<file path="config.mk">
export PLATFORM = sky130hd
export DESIGN_NAME = wb_ibus_dbus_arbiter
export DESIGN_NICKNAME = d
export VERILOG_FILES = /design/src/rtl/wb_ibus_dbus_arbiter.sv
export SDC_FILE = /design/constraint.sdc
export NUM_CORES = 1
export LEC_CHECK = 0
export CAP_MARGIN = 20
export CORE_AREA = 8 8 104 106
export CTS_CLUSTER_SIZE = 16
export DETAILED_ROUTE_END_ITERATION = 12
export DIE_AREA = 0 0 112 114
export PLACE_DENSITY = 0.76
export SKIP_LAST_GASP = 1
export SLEW_MARGIN = 40
export SYNTH_ARGS = -nofsm -noshare
export SYNTH_HDL_FRONTEND = slang
export SYNTH_SLANG_ARGS = --single-unit
</file>
<file path="constraint.sdc">
create_clock -name clock -period 5.15 [get_ports clock]
set_input_delay 1.03 -clock clock [delete_from_list [all_inputs] [get_ports clock]]
set_output_delay 1.03 -clock clock [all_outputs]
set_load 0.1 [all_outputs]
</file>
<file path="src/rtl/wb_ibus_dbus_arbiter.sv">
// Two-master (ibus/dbus) to single Wishbone-classic arbiter with locked grant,
// same-cycle ack routing, a stall watchdog and a sticky protocol checker.
module wb_ibus_dbus_arbiter #(
    parameter int unsigned TIMEOUT   = 8,
    parameter bit          DBUS_PRIO = 1'b1
) (
    input  logic        clock,
    input  logic        reset,
    input  logic [31:0] i_ibus_adr,
    input  logic        i_ibus_cyc,
    output logic [31:0] o_ibus_rdt,
    output logic        o_ibus_ack,
    input  logic [31:0] i_dbus_adr,
    input  logic [31:0] i_dbus_dat,
    input  logic [3:0]  i_dbus_sel,
    input  logic        i_dbus_we,
    input  logic        i_dbus_cyc,
    output logic [31:0] o_dbus_rdt,
    output logic        o_dbus_ack,
    output logic [31:0] o_wb_adr,
    output logic [31:0] o_wb_dat,
    output logic [3:0]  o_wb_sel,
    output logic        o_wb_we,
    output logic        o_wb_cyc,
    input  logic [31:0] i_wb_rdt,
    input  logic        i_wb_ack,
    output logic        o_timeout,
    output logic        o_proto_err,
    output logic [7:0]  o_wait_cnt
);

    typedef enum logic [1:0] {IDLE, GNT_I, GNT_D} state_t;

    localparam logic [8:0] TIMEOUT_W = 9'(TIMEOUT);

    state_t     state_q, state_d;
    logic       timeout_q, timeout_d;
    logic       proto_err_q, proto_err_d;
    logic [7:0] wait_cnt_q, wait_cnt_d;
    logic       granted_cyc;
    logic       ack_ok;

    // Ack is only honoured while the granted master still holds cyc, and never during reset.
    always_comb begin
        granted_cyc = ((state_q == GNT_I) && i_ibus_cyc) || ((state_q == GNT_D) && i_dbus_cyc);
        ack_ok      = i_wb_ack && granted_cyc && !reset;
        o_ibus_ack  = ack_ok && (state_q == GNT_I);
        o_dbus_ack  = ack_ok && (state_q == GNT_D);
        o_ibus_rdt  = i_wb_rdt;
        o_dbus_rdt  = i_wb_rdt;
        o_timeout   = timeout_q;
        o_proto_err = proto_err_q;
        o_wait_cnt  = wait_cnt_q;
    end

    always_comb begin
        o_wb_cyc = 1'b0;
        o_wb_adr = 32'h0;
        o_wb_dat = 32'h0;
        o_wb_sel = 4'h0;
        o_wb_we  = 1'b0;
        case (state_q)
            GNT_I: begin
                o_wb_cyc = i_ibus_cyc;
                o_wb_adr = i_ibus_adr;
                o_wb_sel = 4'hF;
            end
            GNT_D: begin
                o_wb_cyc = i_dbus_cyc;
                o_wb_adr = i_dbus_adr;
                o_wb_dat = i_dbus_dat;
                o_wb_sel = i_dbus_sel;
                o_wb_we  = i_dbus_we;
            end
            default: ;
        endcase
    end

    always_comb begin
        state_d     = state_q;
        timeout_d   = timeout_q;
        proto_err_d = proto_err_q;
        wait_cnt_d  = wait_cnt_q;
        case (state_q)
            IDLE: begin
                if (i_wb_ack) proto_err_d = 1'b1;
                if (i_ibus_cyc && i_dbus_cyc) state_d = DBUS_PRIO ? GNT_D : GNT_I;
                else if (i_dbus_cyc)          state_d = GNT_D;
                else if (i_ibus_cyc)          state_d = GNT_I;
                if (state_d != IDLE) wait_cnt_d = 8'h0;
            end
            GNT_I, GNT_D: begin
                // A granted master dropping cyc early is an abort; any ack then is stray too.
                if (!granted_cyc) begin
                    state_d     = IDLE;
                    proto_err_d = 1'b1;
                end else if (i_wb_ack) begin
                    state_d = IDLE;
                end
                if (!(i_wb_ack && granted_cyc)) begin
                    wait_cnt_d = (wait_cnt_q == 8'hFF) ? 8'hFF : wait_cnt_q + 8'd1;
                    if (({1'b0, wait_cnt_q} + 9'd1) >= TIMEOUT_W) timeout_d = 1'b1;
                end
            end
            default: state_d = IDLE;
        endcase
    end

    always_ff @(posedge clock) begin
        if (reset) begin
            state_q     <= IDLE;
            timeout_q   <= 1'b0;
            proto_err_q <= 1'b0;
            wait_cnt_q  <= 8'h0;
        end else begin
            state_q     <= state_d;
            timeout_q   <= timeout_d;
            proto_err_q <= proto_err_d;
            wait_cnt_q  <= wait_cnt_d;
        end
    end

endmodule

</file>
Word-level counts from Yosys, hierarchy flattened
Index checks and enable logic that the tools add are counted.
{"block": "totals", "regBits": 12, "elab_cells": 51, "inputBits": 138, "ramBits": 0, "n_memories": 0, "latch_bits": 0, "output_inout_bits": 146, "rom_bits": 0}
{"block": "classes", "n_mux": 19, "multipliers": 0, "bitwise": 1, "eq_ne": 8, "n_shift": 0, "n_addsub": 2, "n_div": 0, "order_cmp": 1, "reduce_logical": 16}
{"op": "32-bit one-hot mux with 2 select lines", "n": 1}
{"op": "32-bit two-way mux", "n": 1}
{"op": "8-bit two-way mux", "n": 3}
{"op": "8-bit one-hot mux with 2 select lines", "n": 1}
{"op": "2-bit two-way mux", "n": 6}
{"op": "8-bit by 1-bit adder with 9-bit output (second input constant)", "n": 1}
{"op": "9-bit by 4-bit >= comparator with 1-bit output (second input constant)", "n": 1}
{"op": "3-bit AND reduction", "n": 3}
{"op": "8-bit by 1-bit adder with 8-bit output (second input constant)", "n": 1}
{"op": "8-bit == test (second input constant)", "n": 1}
{"op": "2-bit != test (second input constant)", "n": 4}
{"op": "4-bit one-hot mux with 2 select lines", "n": 1}
{"op": "1-bit logical AND", "n": 7}
{"op": "1-bit one-hot mux with 2 select lines", "n": 2}
{"op": "2-bit one-hot mux with 2 select lines", "n": 1}
{"op": "2-bit nonzero test", "n": 2}
{"op": "1-bit two-way mux", "n": 3}
{"op": "3-bit != test (second input constant)", "n": 1}
{"op": "2-bit by 1-bit == test with 1-bit output (second input constant)", "n": 1}
{"op": "2-bit == test (second input constant)", "n": 1}
{"op": "2-bit zero test", "n": 1}
{"op": "2-bit OR reduction", "n": 1}
{"op": "1-bit zero test", "n": 1}
{"op": "1-bit logical OR", "n": 1}
{"op": "1-bit NOT", "n": 1}

Logic depth before layout (Yosys ltp)
Gate-level depths: netlist of run 1.
{"block": "logic_depth", "depth_word": 7, "depth_mapped": 8, "mapped_depth_nobuf": 6}

Worst setup path before layout of run 1
No wires, ideal clock.
{"block": "synth_timing", "path_kind": "input to output", "from": "input port reset", "to": "output port o_dbus_ack", "stages": 2, "path_buffers": 1, "path_slack_ns": 0.663, "arrival_ns": 3.457, "path_cell_list": "clkbuf_1 nor3b_1"}
{"block": "synth_via", "elab_chain_len": 3}
{"item": "from (decl)", "line_no": "8", "text": "input logic reset,"}
{"item": "1-bit zero test", "line_no": "46", "text": "ack_ok = i_wb_ack && granted_cyc && !reset;"}
{"item": "1-bit logical AND", "line_no": "46"}
{"item": "1-bit logical AND", "line_no": "48", "text": "o_dbus_ack = ack_ok && (state_q == GNT_D);"}
{"item": "to (decl)", "line_no": "19", "text": "output logic o_dbus_ack,"}
No other way between the ends.

Final worst setup path of run 1
{"block": "layout_timing", "from": "input port i_dbus_cyc", "to": "output port o_dbus_ack"}
{"block": "layout_via", "elab_chain_len": 5}
{"item": "from (decl)", "line_no": "17", "text": "input logic i_dbus_cyc,"}
{"item": "1-bit logical AND", "line_no": "45", "text": "granted_cyc = ((state_q == GNT_I) && i_ibus_cyc) || ((state_q == GNT_D) && i_dbus_cyc);"}
{"item": "1-bit logical OR", "line_no": "45"}
{"item": "1-bit logical AND (2 in a row)", "line_no": "46"}
{"item": "1-bit logical AND", "line_no": "48"}
No other way between the ends.

==> summary.md, run 1 <==
| Metric | Value |
|---|---|
| Pwr per Cell Area | `195.6 nW/µm²` |
| Yosys cell types | `39` |
| Post-route minimum period | `3502 ps` |
| First-pass GRT wire length | `14.64 mm` |
| Share of layout cells above drive strength 1 | `0.2444` |
| Core Rows | `35` |
| Setup violators final | `0` |
| Top-area cell type share of the netlist area | `0.2438` |
| CP Launch Point | `i_dbus_cyc` |
| Cell family with most CP delay | `buffers and inverters` |
| Root buf cell | `clkbuf_8` |
| Remaining global-route overflow | `0` |
| Syn_nets | `438` |
| Io pins | `284` |
| CP Launch Type | `input port` |
| Clock power frac | `0.170` |
| WL/cell | `18.77 µm` |
| Resize count post-CTS | `0` |
| Area grow syn2layout | `59.73%` |
| CTS tree | `built` |
| Post-CTS setup buffers | `0` |
| Final setup margin | `1648 ps` |
| Critical path cell sequence | `clkdlybuf4s50_1, a22o_4, nand2_1, nor3b_1, buf_4` |
| Dominant cell type by area after synthesis | `buf_4` |
| Worst EP arrival | `2470 ps` |
| Register area share after synthesis | `0.1182` |
| Warnings from Yosys | `0` |
| Sw Pwr | `0.3409 mW` |
| Worst-path clk slew | `60 ps` |
| Post-DP HPWL | `7.982 mm` |
| Least-Margin Pin Slew | `782.2 ps` |
| Slack of the worst reg-to-reg path | `2780 ps` |
| Via count | `2497` |
| Slowest stage delay, CP | `580 ps` |
| Vias per inst | `4.830` |
| Post-place setup slack | `1687 ps` |
| Sink Count | `12` |
| Worst VDD drop | `0.0001618 V` |
| Clock Latency Late Sink | `250 ps` |
| Dominant synthesized flop cell | `dfxtp_1` |
| Slowest cell on the critical path | `clkdlybuf4s50_1` |
| Relative slew slack | `0.4785` |
| Final slew viol count | `0` |
| First-pass DRT Iterations | `4` |
| Fin Setup TNS | `0 ps` |
| Cell leakage power | `1.386 nW` |
| Max-capacitance violation count | `0` |
| Hold Crit Start | `o_timeout$_SDFFE_PP0P_` |
| Sequential cell fraction of total power | `0.157` |
| Sw Ratio | `0.5371` |
| FF-to-FF Start | `state_q[0]$_SDFFE_PP0P_` |
| CP endpoint kind | `primary output` |
| Worst endpoint required time | `4120 ps` |
| Number of port buffers | `187` |
| Internal power | `0.2938 mW` |
| Vias in the first global route | `2527` |
| Status | `complete, no violations` |
| Core area | `9109 µm²` |
| Hold WC Path Type | `register to register` |
| Logic pwr share | `0.673` |
| Async S/R FF share, synth | `0` |
| Initial Utilization | `0.2231` |
| Total Nets Final | `550` |
| Cell count after synthesis | `294` |
| Synthesized flop and latch total | `12` |
| Fillcell total | `947` |
| Unrepaired setup endpoints after global routing | `false` |
| Initial antenna violation count | `1` |
| Die area | `12770 µm²` |
| Largest net degree at the start of global routing | `50` |
| Die Y | `114 µm` |
| Initial DRC count | `174` |
| Clk_skew | `2.841 ps` |
| # H-tree levels | `1` |
| Syn Area/Cell | `6.911 µm²` |
| Post-Syn Area | `2032 µm²` |
| Die width | `112 µm` |
| GRT Overall Usage | `0.1402` |
| DRC | `0` |
| Gpl congestion | `0.9037` |
| CTS max path bufs | `2` |
| Cts bufs inserted | `3` |
| Buffer and inverter count on the worst path | `2` |
| DRT antenna net count | `0` |
| Post-synth EDFFs | `0` |
| Final period util | `0.6799` |
| CP Max Fanout | `5` |
| WL final | `9.705 mm` |
| Ranking of synthesized cells by area | `buf_4, a22oi_1, dfxtp_1` |
| Hold Buf Count CTS | `0` |
| Hold Vio Cnt, Final | `0` |
| CP Class | `input port to primary output` |
| Peak Freq | `285.6 MHz` |
-- metal layers --
layer,up-vias,global-route usage,share of wire
li1,1178,-,-
met1,1166,0.1510,0.38
met2,128,0.2609,0.52
met3,25,0.03751,0.081
met4,0,0.04496,0.023
met5,-,0,0
-- per-stage QoR --
step	std cells	power, mW	util	area [µm²]	hold slack, ps
after floorplan	294	0.6261	-	2032	509.4
after global placement	512	0.5419	0.3736	3403	463.2
after detailed placement	512	0.5302	0.3500	3188	463.6
after CTS	516	0.6372	0.3560	3243	474.6
after global routing	517	0.6601	0.3563	3246	524.9
final	517	0.6348	0.3563	3246	471.0
-- worst register-to-register path, cell delays in order (launching register included) --
cell      delay, ps
dfxtp_1         360
inv_1           110
ha_2            700
a22oi_1         310
nor3_2          480
a211oi_1         90
o31ai_1         240
-- sequential cells by signal, summed over array words and instances, names as in the netlist --
| register | count |
|---|---|
| o_wait_cnt | 8 |
| state_q | 2 |
| o_proto_err | 1 |
| o_timeout | 1 |
-- worst paths after layout --
| path | end | cells after the start |
|---|---|---|
| worst max register to register | o_wait_cnt[5]$_SDFFE_PP0P_ | 6 |
| worst max-delay path | o_dbus_ack | 5 |
| worst min-delay path | o_timeout$_SDFFE_PP0P_ | 2 |
| worst min register to register | o_timeout$_SDFFE_PP0P_ | 2 |
-- power groups by stage --
| stage | sequential (mW) | clock (mW) | combinational [mW] |
|---|---|---|---|
| 3_5_place_dp | 0.102 | 0 | 0.428 |
| 2_1_floorplan | 0.115 | 0 | 0.511 |
| 4_1_cts | 0.0998 | 0.108 | 0.429 |
| 6_report | 0.0999 | 0.108 | 0.427 |
| 5_1_grt | 0.101 | 0.112 | 0.448 |
| 3_3_place_gp | 0.102 | 0 | 0.440 |
-- cell type report --
type                    count  area [µm²]  area share
diodes                      1       2.502   0.0007710
clock buffers               4       55.05     0.01696
inverters                   8       30.03    0.009252
multi-input cells         190        1190      0.3666
flip-flops and latches     12       240.2     0.07402
well taps                 111       138.9     0.04279
repair buffers            191        1589      0.4896
-- cell usage after synthesis (3+ instances only) --
cell / number
a22oi_1: 33
a21oi_1: 14
buf_1: 6
inv_1: 8
buf_4: 66
o2111ai_1: 3
clkbuf_1: 8
a211oi_1: 4
and2_1: 33
nand2_1: 7
o211ai_1: 4
nand3_1: 5
buf_2: 3
dfxtp_1: 12
nor3_2: 3
o21ai_0: 10
nor3_1: 3
ha_1: 6
nor2_1: 41
-- cells by family (layout without fill, tap and decap cells) --
kind of cell	Yosys count	count (layout)	synth area share
and+or+nand+nor	103	103	0.2660
buffers and inverters	92	203	0.2974
AOI/OAI and AO/OA	79	79	0.2722
DFF	12	12	0.1182
adders and majority gates	6	6	0.03694
xor gates and xnor gates	1	1	0.004311
muxes	1	1	0.004926
other	0	1	0
-- cells in the final DEF, fill, tap and decap left out, types with 2 or more instances in the layout --
cell / n
dfxtp_1: 12
nand2_1: 7
a21oi_1: 14
a31oi_1: 2
buf_4: 43
nand3_1: 5
inv_1: 7
nor2_1: 41
nor2b_1: 2
o21ai_0: 10
clkdlybuf4s50_1: 105
o31ai_1: 2
a211oi_1: 4
clkbuf_8: 4
o21ai_1: 2
nor3b_1: 2
a22oi_1: 33
nor3_2: 3
nor3_1: 3
and2_1: 33
o2111ai_1: 3
o211ai_1: 4
buf_2: 43
ha_1: 5
(Power assumes the default switching activity.)
==> inputs of run 2 (changes only) <==
- CORE_AREA: 8 8 104 106 -> 8 8 105 107
- DIE_AREA: 0 0 112 114 -> 0 0 113 115
- PLACE_DENSITY: 0.76 -> 0.75
- clock period: 5.15 -> 3.65 ns (I/O delays scaled with it)
==> run 2 against run 1 <==
Net effect:
- design area is 18% higher
- sequential power is 41% higher
- flip-flop and latch count stayed put
- setup slack worse by 920 ps
- clock skew hardly changed
- via count is 3.5% lower
- sequential share of layout area is 1.1 points lower
- critical path type is now register to primary output
- largest cell class unchanged
==> summary.md, run 2 (synthesized netlist as in run 1, its figures left out) <==
| Metric | Value |
|---|---|
| Sink Count | `12` |
| Max-capacitance violation count | `0` |
| Clock power frac | `0.130` |
| Post-route minimum period | `2922 ps` |
| Resize count post-CTS | `0` |
| GRT Overall Usage | `0.1405` |
| Logic pwr share | `0.719` |
| Worst-case reg-to-reg path depth | `6` |
| Routed wl met2 | `5.240 mm` |
| WL final | `9.977 mm` |
| Initial antenna violation count | `0` |
| Largest net degree at the start of global routing | `44` |
| Fillcell total | `949` |
| Die width | `113 µm` |
| Post-DP HPWL | `8.226 mm` |
| Area grow syn2layout | `88.79%` |
| Share of layout cells above drive strength 1 | `0.2432` |
| CTS max path bufs | `2` |
| Core Rows | `36` |
| Worst EP arrival | `2190 ps` |
| WL/cell | `19.30 µm` |
| Largest register FFs | `8` |
| Hold Buf Count CTS | `0` |
| Die Y | `115 µm` |
| Most common library cell in the layout ignoring fill and taps | `clkdlybuf4s50_1` |
| Number of port buffers | `187` |
| DRT antenna net count | `0` |
| Most frequent cells in the layout | `clkdlybuf4s50_1, nor2_1, buf_12` |
| Worst-path clk slew | `50 ps` |
| Clock Latency Late Sink | `240 ps` |
| Vias in the first global route | `2508` |
| CP Launch Type | `register` |
| Hold Vio Cnt, Final | `0` |
| Hold Crit Depth | `2` |
| Io pins | `284` |
| CP Max Fanout | `43` |
| Unrepaired setup endpoints after global routing | `false` |
| Highest routed layer | `met4` |
| First-pass GRT wire length | `14.81 mm` |
| Tot Pwr | `0.9355 mW` |
| Worst endpoint required time | `2920 ps` |
| Cell leakage power | `1.495 nW` |
| Internal power | `0.4492 mW` |
| Status | `complete, no violations` |
| Peak Freq | `342.3 MHz` |
| CP Class | `register to primary output` |
| Cell Area, Placed | `3795 µm²` |
| Final slew viol count | `0` |
| Initial Utilization | `0.2148` |
| Sw Pwr | `0.4863 mW` |
| CP endpoint kind | `primary output` |
| CTS tree | `built` |
| Via count | `2410` |
| Die area | `13000 µm²` |
| Finished Cell Area | `3836 µm²` |
| Final setup margin | `728.5 ps` |
| WL met3 | `792 µm` |
| Gpl congestion | `0.8326` |
| Hold Slack | `477.5 ps` |
| Post-CTS setup buffers | `0` |
| DRC | `0` |
| Pwr per Cell Area | `243.9 nW/µm²` |
| Root buf cell | `clkbuf_8` |
| Setup violators final | `0` |
| Ant diodes | `0` |
| Post-place setup slack | `850.0 ps` |
| Relative slew slack | `0.5450` |
| Total Nets Final | `549` |
| Clk_skew | `3.020 ps` |
| Wl on met1 | `3.781 mm` |
| Fin Setup TNS | `0 ps` |
| Sequential cell fraction of total power | `0.151` |
| Final period util | `0.8004` |
| Worst VDD drop | `0.0002417 V` |
| Remaining global-route overflow | `0` |
| Vias per inst | `4.662` |
| Core area | `9459 µm²` |
| Hold WC Path Type | `register to register` |
| # H-tree levels | `1` |
| Cts bufs inserted | `3` |
| Least-Margin Pin Slew | `682.6 ps` |
| Initial DRC count | `150` |
| First-pass DRT Iterations | `4` |
| Sw Ratio | `0.5198` |
==> run 2: changes by cell type in the layout (fill, tap and decap cells not counted) <==
cell / before / now
buf_12: 0 / 41
buf_2: 43 / 8
buf_4: 43 / 36
clkbuf_8: 4 / 3
diode_2: 1 / 0
inv_1: 7 / 8
inv_2: 1 / 0
nor3b_1: 2 / 0
nor3b_2: 0 / 2
==> run 2: worst paths after layout <==
kind / start / to / slack [ps]
setup reg to reg: state_q[0]$_SDFFE_PP0P_ / o_wait_cnt[0]$_SDFFE_PP0P_ / 1390
hold reg to reg: o_timeout$_SDFFE_PP0P_ / o_timeout$_SDFFE_PP0P_ / 480
setup / recovery: state_q[0]$_SDFFE_PP0P_ / o_wb_adr[27] / 730
hold / removal: o_timeout$_SDFFE_PP0P_ / o_timeout$_SDFFE_PP0P_ / 480
==> run 2: stage by stage <==
step,cells,util
2_1_floorplan,294,-
3_3_place_gp,514,0.4054
3_5_place_dp,514,0.4012
4_1_cts,517,0.4056
5_1_grt,517,0.4056
6_report,517,0.4056
==> run 2: power by group through the flow <==
stage	logic, mW	clock network, mW	registers [mW]
after floorplan	0.722	0	0.162
after global placement	0.674	0	0.143
after detailed placement	0.676	0	0.144
after CTS	0.679	0.122	0.141
after global routing	0.702	0.126	0.142
final	0.673	0.122	0.141
==> run 2: metal layers <==
metal  vias up  track usage
met3        17      0.03676
met4         0      0.03730
met1      1105       0.1565
li1       1171            -
met5         -            0
met2       117       0.2587
==> run 2: area by class of cell <==
type | instances | area [µm²] | area share
Timing Repair Buffer | 190 | 2182 | 0.5688
Multi-Input combinational cell | 190 | 1200 | 0.3128
Sequential cell | 12 | 240.2 | 0.06262
Tap cell | 114 | 142.6 | 0.03718
Clock buffer | 3 | 41.29 | 0.01076
Inverter | 8 | 30.03 | 0.007828
==> run 2: worst max-delay path, cell delays in order, from the launching register on <==
cell	delay [ps]
dfxtp_1	360
inv_1	110
ha_2	640
buf_12	260
a22oi_1	120
nor2_1	230
buf_12	210
==> inputs of run 3 (changes only) <==
- clock period: 3.65 -> 3 ns (I/O delays scaled with it)
==> run 3 against run 2 <==
Net effect:
- largest power group unchanged
- design area rose by 11%
- first-iteration DRC count fell by 4.0%
- critical path type unchanged
- largest cell class unchanged
- sequential power rose by 22%
- utilization rose by 4.5 points
==> summary.md, run 3 (synthesized netlist as in run 1, its figures left out) <==
| Metric | Value |
|---|---|
| Routed wl met2 | `5.580 mm` |
| Ant diodes | `0` |
| Peak Freq | `375.1 MHz` |
| Vias per inst | `4.702` |
| Root buf cell | `clkbuf_8` |
| Area grow syn2layout | `109.7%` |
| Gpl congestion | `0.8954` |
| Vias in the first global route | `2442` |
| Largest register FFs | `8` |
| Core Rows | `36` |
| Hold Vio Cnt, Final | `0` |
| Reg area | `240.2 µm²` |
| Clk_skew | `8.757 ps` |
| Pwr per Cell Area | `292.2 nW/µm²` |
| Final slew viol count | `0` |
| Core Util, Final | `0.4504` |
| CTS max path bufs | `2` |
| Share of layout cells above drive strength 1 | `0.2488` |
| Total Nets Final | `551` |
| Clock Latency Late Sink | `250 ps` |
| WL met3 | `874 µm` |
| Largest net degree at the start of global routing | `41` |
| Highest routed layer | `met4` |
| Final setup margin | `334.3 ps` |
| Buffer and inverter count on the worst path | `2` |
| CTS tree | `built` |
| DRC | `0` |
| Post-DP HPWL | `8.691 mm` |
| Fillcell total | `877` |
| Final period util | `0.8886` |
| Most common library cell in the layout ignoring fill and taps | `clkdlybuf4s50_1` |
| Initial DRC count | `144` |
| Cts bufs inserted | `3` |
| Cell leakage power | `1.601 nW` |
| Sink Count | `12` |
| First-pass GRT wire length | `15.12 mm` |
| Hold Buf Count CTS | `0` |
| Worst-path clk slew | `60 ps` |
| Relative slew slack | `0.6072` |
| Initial antenna violation count | `0` |
| CP endpoint kind | `primary output` |
| # H-tree levels | `1` |
| Unrepaired setup endpoints after global routing | `false` |
| WL final | `10.46 mm` |
| Post-route minimum period | `2666 ps` |
| Post-place setup slack | `418.1 ps` |
| Least-Margin Pin Slew | `589.2 ps` |
| Worst VDD drop | `0.0002311 V` |
| First-pass DRT Iterations | `4` |
| Placed Cells | `516` |
| Max-capacitance violation count | `0` |
| Hold Slack | `474.2 ps` |
| Post-route insts no fill | `520` |
| Most frequent cells in the layout | `clkdlybuf4s50_1, buf_12, nor2_1` |
| Multi-input logic area | `1200 µm²` |
| Die width | `113 µm` |
| Worst EP arrival | `2070 ps` |
| Post-CTS setup buffers | `0` |
| Hold WC Path Type | `register to register` |
| Status | `complete, no violations` |
| Resize count post-CTS | `0` |
| WL/cell | `20.11 µm` |
| GRT Overall Usage | `0.1464` |
| CP Launch Type | `register` |
| Die Y | `115 µm` |
| Number of port buffers | `187` |
| Core area | `9459 µm²` |
| Slowest cell on the critical path | `ha_1` |
| DRT antenna net count | `0` |
| Worst endpoint required time | `2400 ps` |
| Via count | `2445` |
| Critical path cell sequence | `inv_1, ha_1, a22o_4, nand2_1, nor3b_2, buf_12` |
| Setup violators final | `0` |
| CP Max Fanout | `12` |
| Io pins | `284` |
| CP Class | `register to primary output` |
| Initial Utilization | `0.2148` |
| Fin Setup TNS | `0 ps` |
| Remaining global-route overflow | `0` |
| Wl on met1 | `3.814 mm` |
| Slowest stage delay, CP | `480 ps` |
| Cell family with most CP delay | `adder cells` |
| Die area | `13000 µm²` |
-- run 3: final timing paths --
| path | from | endpoint | slack, ps | cells past startpoint |
|---|---|---|---|---|
| worst min register to register | o_timeout$_SDFFE_PP0P_ | o_timeout$_SDFFE_PP0P_ | 470 | 2 |
| worst max-delay path | state_q[1]$_SDFFE_PP0P_ | o_dbus_ack | 330 | 6 |
| worst min-delay path | o_timeout$_SDFFE_PP0P_ | o_timeout$_SDFFE_PP0P_ | 470 | 2 |
| worst max register to register | state_q[0]$_SDFFE_PP0P_ | o_wait_cnt[5]$_SDFFE_PP0P_ | 780 | 7 |
-- run 3: power breakdown --
group          switching (mW)  leakage [nW]  total [mW]  internal, mW
clock network          0.0660        0.0288       0.182         0.116
logic                   0.541          1.48       0.891         0.350
registers             0.00709        0.0974       0.172         0.165
total                   0.614          1.60        1.25         0.631
-- run 3: layer usage --
layer / vias to the layer above / GRT usage
met5: - / 0
met4: 0 / 0.04085
met3: 20 / 0.03887
met2: 142 / 0.2758
met1: 1107 / 0.1571
li1: 1176 / -
-- run 3: through the flow --
stage	power, mW	area [µm²]
floorplan	1.075	2042
global placement	1.063	4205
detailed placement	1.070	4205
CTS	1.255	4260
global route	1.291	4260
finish	1.245	4260
-- run 3: layout make-up --
class                   count  area share
repair buffers            192      0.6085
multi-input cells         190      0.2816
flip-flops and latches     12     0.05639
well taps                 114     0.03348
clock buffers               4     0.01292
inverters                   8    0.007048
-- run 3: worst reg2reg max path, cell delays in order (launching register included) --
cell and delay [ps]:
dfxtp_1 420, inv_1 100, ha_1 360, inv_1 220
buf_12 250, a21oi_2 400, a211oi_1 150, o31ai_1 250
